`src/rtl/seven_seg_display_ctrl.sv`:
```
// seven_seg_display_ctrl
// Loads a 14-bit reading, converts it to four BCD digits with a sequential
// shift-add-3 engine, and time-multiplexes the digits onto a registered
// seven-segment decoder with active-low anodes and leading-zero blanking.
// Readings above 9999 are clamped to 9999 and flagged with overflow.
module seven_seg_display_ctrl #(
    parameter int DIGIT_TICKS = 50000
) (
    input  logic        clk,
    input  logic        reset_n,
    input  logic        load,
    input  logic [13:0] value,
    output logic        busy,
    output logic        overflow,
    output logic [3:0]  digit_value,
    output logic [3:0]  anodes
);

    localparam int TICK_W = (DIGIT_TICKS > 1) ? $clog2(DIGIT_TICKS) : 1;
    localparam logic [TICK_W-1:0] TICK_LAST = TICK_W'(DIGIT_TICKS - 1);
    localparam logic [TICK_W-1:0] TICK_ONE  = TICK_W'(1);

    localparam logic [1:0] ST_IDLE    = 2'd0;
    localparam logic [1:0] ST_CONVERT = 2'd1;
    localparam logic [1:0] ST_COMMIT  = 2'd2;

    localparam logic [13:0] MAX_SHOWN = 14'd9999;
    localparam logic [3:0]  LAST_STEP = 4'd13;

    // conversion datapath
    logic [1:0]  state_reg;
    logic [15:0] bcd_reg;
    logic [13:0] bin_reg;
    logic [3:0]  step_reg;
    logic        ovf_pending_reg;
    logic [15:0] bcd_adj;
    logic [29:0] shifted;

    // display and scan
    logic [15:0]       disp_reg;
    logic [TICK_W-1:0] tick_reg;
    logic [1:0]        idx_reg;
    logic [1:0]        idx_d_reg;
    logic              en_d_reg;
    logic [3:0]        blank_vec;

    genvar gi;

    // Add-3 correction on every nibble that would overflow past 9 when doubled
    generate
        for (gi = 0; gi < 4; gi++) begin : g_adj
            assign bcd_adj[gi*4 +: 4] = (bcd_reg[gi*4 +: 4] >= 4'd5) ?
                                        (bcd_reg[gi*4 +: 4] + 4'd3) :
                                        bcd_reg[gi*4 +: 4];
        end
    endgenerate

    assign shifted = {bcd_adj, bin_reg} << 1;

    // A digit is blank when it and every more significant digit are zero;
    // the units digit always shows so that zero reads as "0"
    assign blank_vec[0] = 1'b0;
    generate
        for (gi = 1; gi < 4; gi++) begin : g_blank
            assign blank_vec[gi] = (disp_reg[15:gi*4] == '0);
        end
    endgenerate

    assign busy = (state_reg != ST_IDLE);

    // Conversion FSM: capture/clamp, 14 shift-add-3 steps, then commit to display
    always_ff @(posedge clk) begin
        if (!reset_n) begin
            state_reg       <= ST_IDLE;
            bcd_reg         <= '0;
            bin_reg         <= '0;
            step_reg        <= '0;
            ovf_pending_reg <= 1'b0;
            disp_reg        <= '0;
            overflow        <= 1'b0;
        end else begin
            case (state_reg)
                ST_IDLE: begin
                    if (load) begin
                        bin_reg         <= (value > MAX_SHOWN) ? MAX_SHOWN : value;
                        ovf_pending_reg <= (value > MAX_SHOWN);
                        bcd_reg         <= '0;
                        step_reg        <= '0;
                        state_reg       <= ST_CONVERT;
                    end
                end
                ST_CONVERT: begin
                    bcd_reg  <= shifted[29:14];
                    bin_reg  <= shifted[13:0];
                    step_reg <= step_reg + 4'd1;
                    if (step_reg == LAST_STEP) begin
                        state_reg <= ST_COMMIT;
                    end
                end
                ST_COMMIT: begin
                    disp_reg  <= bcd_reg;
                    overflow  <= ovf_pending_reg;
                    state_reg <= ST_IDLE;
                end
                default: begin
                    state_reg <= ST_IDLE;
                end
            endcase
        end
    end

    // Free-running scan; anode enable trails digit_value by one cycle so it
    // lines up with the decoder's output register
    always_ff @(posedge clk) begin
        if (!reset_n) begin
            tick_reg    <= '0;
            idx_reg     <= 2'd0;
            idx_d_reg   <= 2'd0;
            en_d_reg    <= 1'b0;
            digit_value <= 4'd0;
            anodes      <= 4'b1111;
        end else begin
            if (tick_reg == TICK_LAST) begin
                tick_reg <= '0;
                idx_reg  <= idx_reg + 2'd1;
            end else begin
                tick_reg <= tick_reg + TICK_ONE;
            end
            digit_value <= disp_reg[{idx_reg, 2'b00} +: 4];
            idx_d_reg   <= idx_reg;
            en_d_reg    <= ~blank_vec[idx_reg];
            anodes      <= en_d_reg ? ~(4'b0001 << idx_d_reg) : 4'b1111;
        end
    end

endmodule

```
`config.mk`:
```
export PLATFORM = sky130hd
export DESIGN_NAME = seven_seg_display_ctrl
export DESIGN_NICKNAME = d
export VERILOG_FILES = /design/src/rtl/seven_seg_display_ctrl.sv
export SDC_FILE = /design/constraint.sdc
export NUM_CORES = 1
export LEC_CHECK = 0
export CORE_UTILIZATION = 41
export DETAILED_ROUTE_END_ITERATION = 10
export GPL_TIMING_DRIVEN = 0
export SYNTH_ARGS = -nofsm -noshare
export SYNTH_HDL_FRONTEND = slang
export SYNTH_SLANG_ARGS = --single-unit
```
`constraint.sdc`:
```
create_clock -name clk -period 1.45 [get_ports clk]
set_input_delay 0.29 -clock clk [delete_from_list [all_inputs] [get_ports clk]]
set_output_delay 0.29 -clock clk [all_outputs]
set_load 0.01 [all_outputs]
```
# == Word-level counts from Yosys, hierarchy flattened ==
# Cells that the tools add are included.
# totals
ff_bits,83
output_inout_bits,10
inputBits,17
# op_classes
eq_ne,6
shifts,2
n_mux,16
bitwise_logic,3
n_reduce_logical,11
order_cmp,6
add_sub_neg,7
# op_table
cell,n
$pmux 16 s2,1
$mux 14,2
$pmux 14 s2,1
$add 16x1->16 const B,1
$eq 16x16->1 const B,1
$ge 4x3->1 const B,4
$mux 16,1
$mux 4,4
$shiftx 16x5->4,1
$gt 14x14->1 const B,1
$add 4x2->4 const B,3
$logic_not 12->1,1
$logic_not 8->1,1
$pmux 4 s2,1
$reduce_and 2->1,4
$add 4x1->4 const B,1
$eq 4x4->1 const B,1
$logic_not 4->1,1
$mux 2,2
$ne 2x2->1 const B,2
$not 4->4,1
$pmux 2 s2,1
$reduce_bool 2->1,2
$shl 1x2->4 const A,1
other kinds (11),12

# == Logic depth before layout (Yosys ltp) ==
# depth
depth_word,4
ltp_mapped,6
ltp_nobuf,6

# == Worst setup path after synthesis ==
# No wires, ideal clock.
# synth_path
path_type,flip-flop to flip-flop
startpoint,register bcd_reg[9]
endpoint,register bcd_reg[10]
period_less_slack_ps,1452
stages_incl_launch_ff,7
arrival_time_ps,1378
required_ps,1375
slack_ps,-2
cell_sequence,dfxtp_1 inv_1 ha_1 nand2b_1 a21oi_1 mux2_2 o21ai_0
# synth_via
elab_chain_cells,3
elab_cells_between_ends,4
classes_between,add/sub: 1; order compare: 1; mux: 2
# synth_lines
item,line_no,source
start: declaration,32,logic [15:0] bcd_reg;
start signal: assignment,93,bcd_reg <= shifted[29:14];
$add 4x2->4 / $ge 4x3->1 (equally long branches),"53, 52",
$mux 4 (*),52,assign bcd_adj[gi*4 +: 4] = (bcd_reg[gi*4 +: 4] >= 4'd5) ?
$pmux 16 s2 (*),82,case (state_reg)
# Mark *: on every way between the ends. The rest lies on a longest branch, timed or not.
# A chain may end at the register's enable or synchronous reset.

# == Worst setup path after layout ==
# layout_path
startpoint,register tick_reg[11]
endpoint,register idx_reg[1]
# layout_via
elab_chain_cells,1
# layout_lines
item,line_no,source
start: declaration,41,logic [TICK_W-1:0] tick_reg;
start signal: assignment,127,tick_reg <= tick_reg + TICK_ONE;
$eq 16x16->1,123,if (tick_reg == TICK_LAST) begin
end signal: assignment,125,idx_reg <= idx_reg + 2'd1;
end: declaration,42,logic [1:0] idx_reg;
# Every way passes these cells.

==> impl_results.md <==
- Largest net degree at the start of global routing: 20
- Chip Height: 95.5 µm
- Top post-synthesis cells by area: dfxtp_1 (46%), nand2_1 (6.8%), a21oi_1 (5.2%)
- M1 GR Usage: 0.244
- #FFs+latches synth: 83
- Cell row count: 33
- CP endpoint kind: flip-flop
- Grt peak-use layer: met2
- First-pass GRT wire length: 12.9 mm
- Crit-path leading delay family: simple AND/OR/NAND/NOR gates
- Post-Syn Area: 0.00359 mm²
- Placed Cells: 545
- Seq/Total Area, Yosys: 0.463
- Max stage delay on crit path: 420 ps
- Avg WL per Cell: 14.3 µm
- Mapped Cells: 414
- Pins Over Slew Limit: 0
- FILL cells: 788
- Final Routed Wirelength: 8.14 mm
- Die ar.: 0.00912 mm²
- CTS Root Cell: clkbuf_8
- Internal reg-to-reg setup slack: 40 ps
- GP Congestion: 0.799
- RSZ-0062 raised after global routing: yes
- Worst R2R Path Depth: 4
- Status: completed
- Dpl ws: -676 ps
- Clk Latency, worst-skew pair: 360 ps
- CTS max path bufs: 2
- Final WS setup: 40.9 ps
- Initial core utilization: 0.430
- Max stage delay cell, worst path: or4_1
- Met3 GRT Util: 0.0518
- WP data arrival: 1730 ps
- Drt drc: 0
- H-tree depth: 3
- RR Endpoint: idx_reg[1]
- Post-CTS Hold Fix Bufs: 0
- Layout area overhead: 25.3%
- DRT antenna net count: 0
- Antenna violations before repair: 0
- Routed vias/inst: 5.31
- Syn Nets: 442
- Violation count after the first detailed-route iteration: 151
- Leading area contributor after synthesis: dfxtp_1
- GRT Overall Usage: 0.187
- Global-route track usage on met2: 0.299
- Crit path buf inv count: 0
- Worst vdd ir: 560 µV
- CP Depth: 4
- Rel. slew slack: 0.634
- First-pass detailed-route iteration total: 4
- Vias in the first global route: 2714
- Max-Cap Viols: 0
- HPWL Detailed: 5.61 mm
- Gr ovfl total: 0
- Clock transition at the registers of the reported paths: 100 ps
- Synth top area share: 0.463
- Post-Layout Cell Count: 570
- Die width: 95.5 µm
- Synth cell types: 45
- Worst-margin pin slew: 549 ps
- Power Dens Cells: 951 mW/mm²
- Reg2reg start: tick_reg[11]
- Final nets: 488
- CTS tree: yes
- Post-Syn Area per Cell: 8.66 µm²
- Fraction of layout cells with a size suffix above 1: 0.226
- Clk sinks: 83
- Crit path max fanout: 6
- ANT cells: 0
- Cell breakdown of the critical path: nor4_4 > nand4_4 > or4_1 > nand2_1
- Final hold vios: 0
- Critical path required time: 1770 ps
- Clock Skews: 19.1 ps
- Io pins: 27
- Final setup fails: 0
- Critical path class: flip-flop to flip-flop
- Hold Crit Class: flip-flop to flip-flop
- Port Buffers: 26
- Core ar.: 0.00834 mm²
- Synth warn: 0
- DR vias: 3026
- Type of origin of the critical path: flip-flop
- Max Freq: 0.710 GHz
- Final min period: 1410 ps
- Fin crit share: 0.972
- Hold Path End: anodes[2]
- Hold-critical path depth: 1
- Hold_sp: idx_d_reg[1]
- Leakage: 1.59 nW
- Inserted Clock Buffers: 9
## cells by family (layout without fill, tap and decap cells)
| group | count (synthesis) | after routing | synth area share |
|---|---|---|---|
| and+or+nand+nor | 176 | 176 | 0.237 |
| DFF | 83 | 83 | 0.463 |
| AOI/OAI and AO/OA | 79 | 79 | 0.124 |
| buffers and inverters | 33 | 84 | 0.0408 |
| xor gates and xnor gates | 23 | 23 | 0.0562 |
| adders and majority gates | 11 | 11 | 0.0384 |
| muxes | 9 | 9 | 0.0408 |
## Yosys cell counts, drive strengths merged
cell type and number:
dfxtp 83, clkinv 1, or4 1, or3b 1, clkbuf 10, a21oi 37
nor3b 1, o22ai 4, o221ai 3, ha 11, a222oi 2, a31oi 5
mux2 5, o211a 1, a211oi 1, mux4 4, or3 4, nand2 65
nor2 40, buf 9, inv 13, nand3 19, nand4b 1, nand4 7
and3 2, o211ai 1, o21bai 1, nor4 9, and4bb 1, o21ai 23
xnor2 17, o31ai 1, nor2b 2, nand2b 6, xor2 6, or2 1
and2 6, and4b 1, nor3 9
## worst register-to-register path: cells and delay by family (launching register included)
kind,cells,cell delay [ps]
flip-flops,1,390
AND/OR/NAND/NOR,4,980
## layer usage
layer / part of all wire / up-vias
met5: 0 / -
met4: 0.0084 / 0
met3: 0.033 / 8
met2: 0.47 / 51
met1: 0.49 / 1441
li1: - / 1526
## area by class of cell
class | count | area [µm²] | share of cell area
Timing Repair Buffer | 37 | 333 | 0.0741
Inverter | 14 | 52.6 | 0.0117
Multi-Input combinational cell | 298 | 1990 | 0.442
Buffer | 17 | 114 | 0.0253
Tap cell | 105 | 131 | 0.0292
Sequential cell | 83 | 1690 | 0.377
Clock buffer | 9 | 124 | 0.0276
Clock inverter | 7 | 57.6 | 0.0128
## worst max-delay path by stage
stage,startpoint,end,slack (ps)
final,tick_reg[11],idx_reg[1],40
after global routing,tick_reg[11],idx_reg[1],-20
after CTS,bcd_reg[5],bcd_reg[6],-80
after detailed placement,load,bin_reg[3],-680
after global placement,load,bin_reg[3],-700
after floorplan,tick_reg[0],idx_reg[1],30
## through the flow
stage | total power (W) | instance area, µm² | setup TNS [ps] | hold WS [ps] | util
finish | 0.00427 | 4490 | 0 | 392 | 0.539
global route | 0.00444 | 4490 | -35.0 | 410 | 0.539
CTS | 0.00428 | 4250 | -235 | 398 | 0.510
detailed placement | 0.00271 | 3990 | -27110 | 398 | 0.478
global placement | 0.00271 | 3990 | -26560 | 392 | 0.478
floorplan | 0.00258 | 3600 | 0 | 376 | -
## cell usage in the layout, fill, tap and decap left out, drive strengths merged, types with 7 or more instances in the layout
cell and count:
buf 21, clkdlybuf4s50 16, nand3 19, nand2 65
nor2 40, o21ai 23, ha 11, a21oi 37
inv 17, nor4 9, dlygate4sd2 9, xnor2 17
nor3 9, nand4 7, clkbuf 17, dfxtp 83
## power by group
group | switching [W] | internal, W | total [W]
Clock | 0.000921 | 0.000649 | 0.00157
Sequential | 0.0000386 | 0.00232 | 0.00236
Combinational | 0.000191 | 0.000150 | 0.000341
## repair_timing
| action | in CTS | in global routing |
|---|---|---|
| setup buffers | 3 | 8 |
| gates resized for setup | 40 | 57 |
| pin swaps | 0 | 11 |
| endpoints found under the setup margin | 57 | 38 |
| cloned | 0 | 0 |
(Power assumes the default switching activity.)
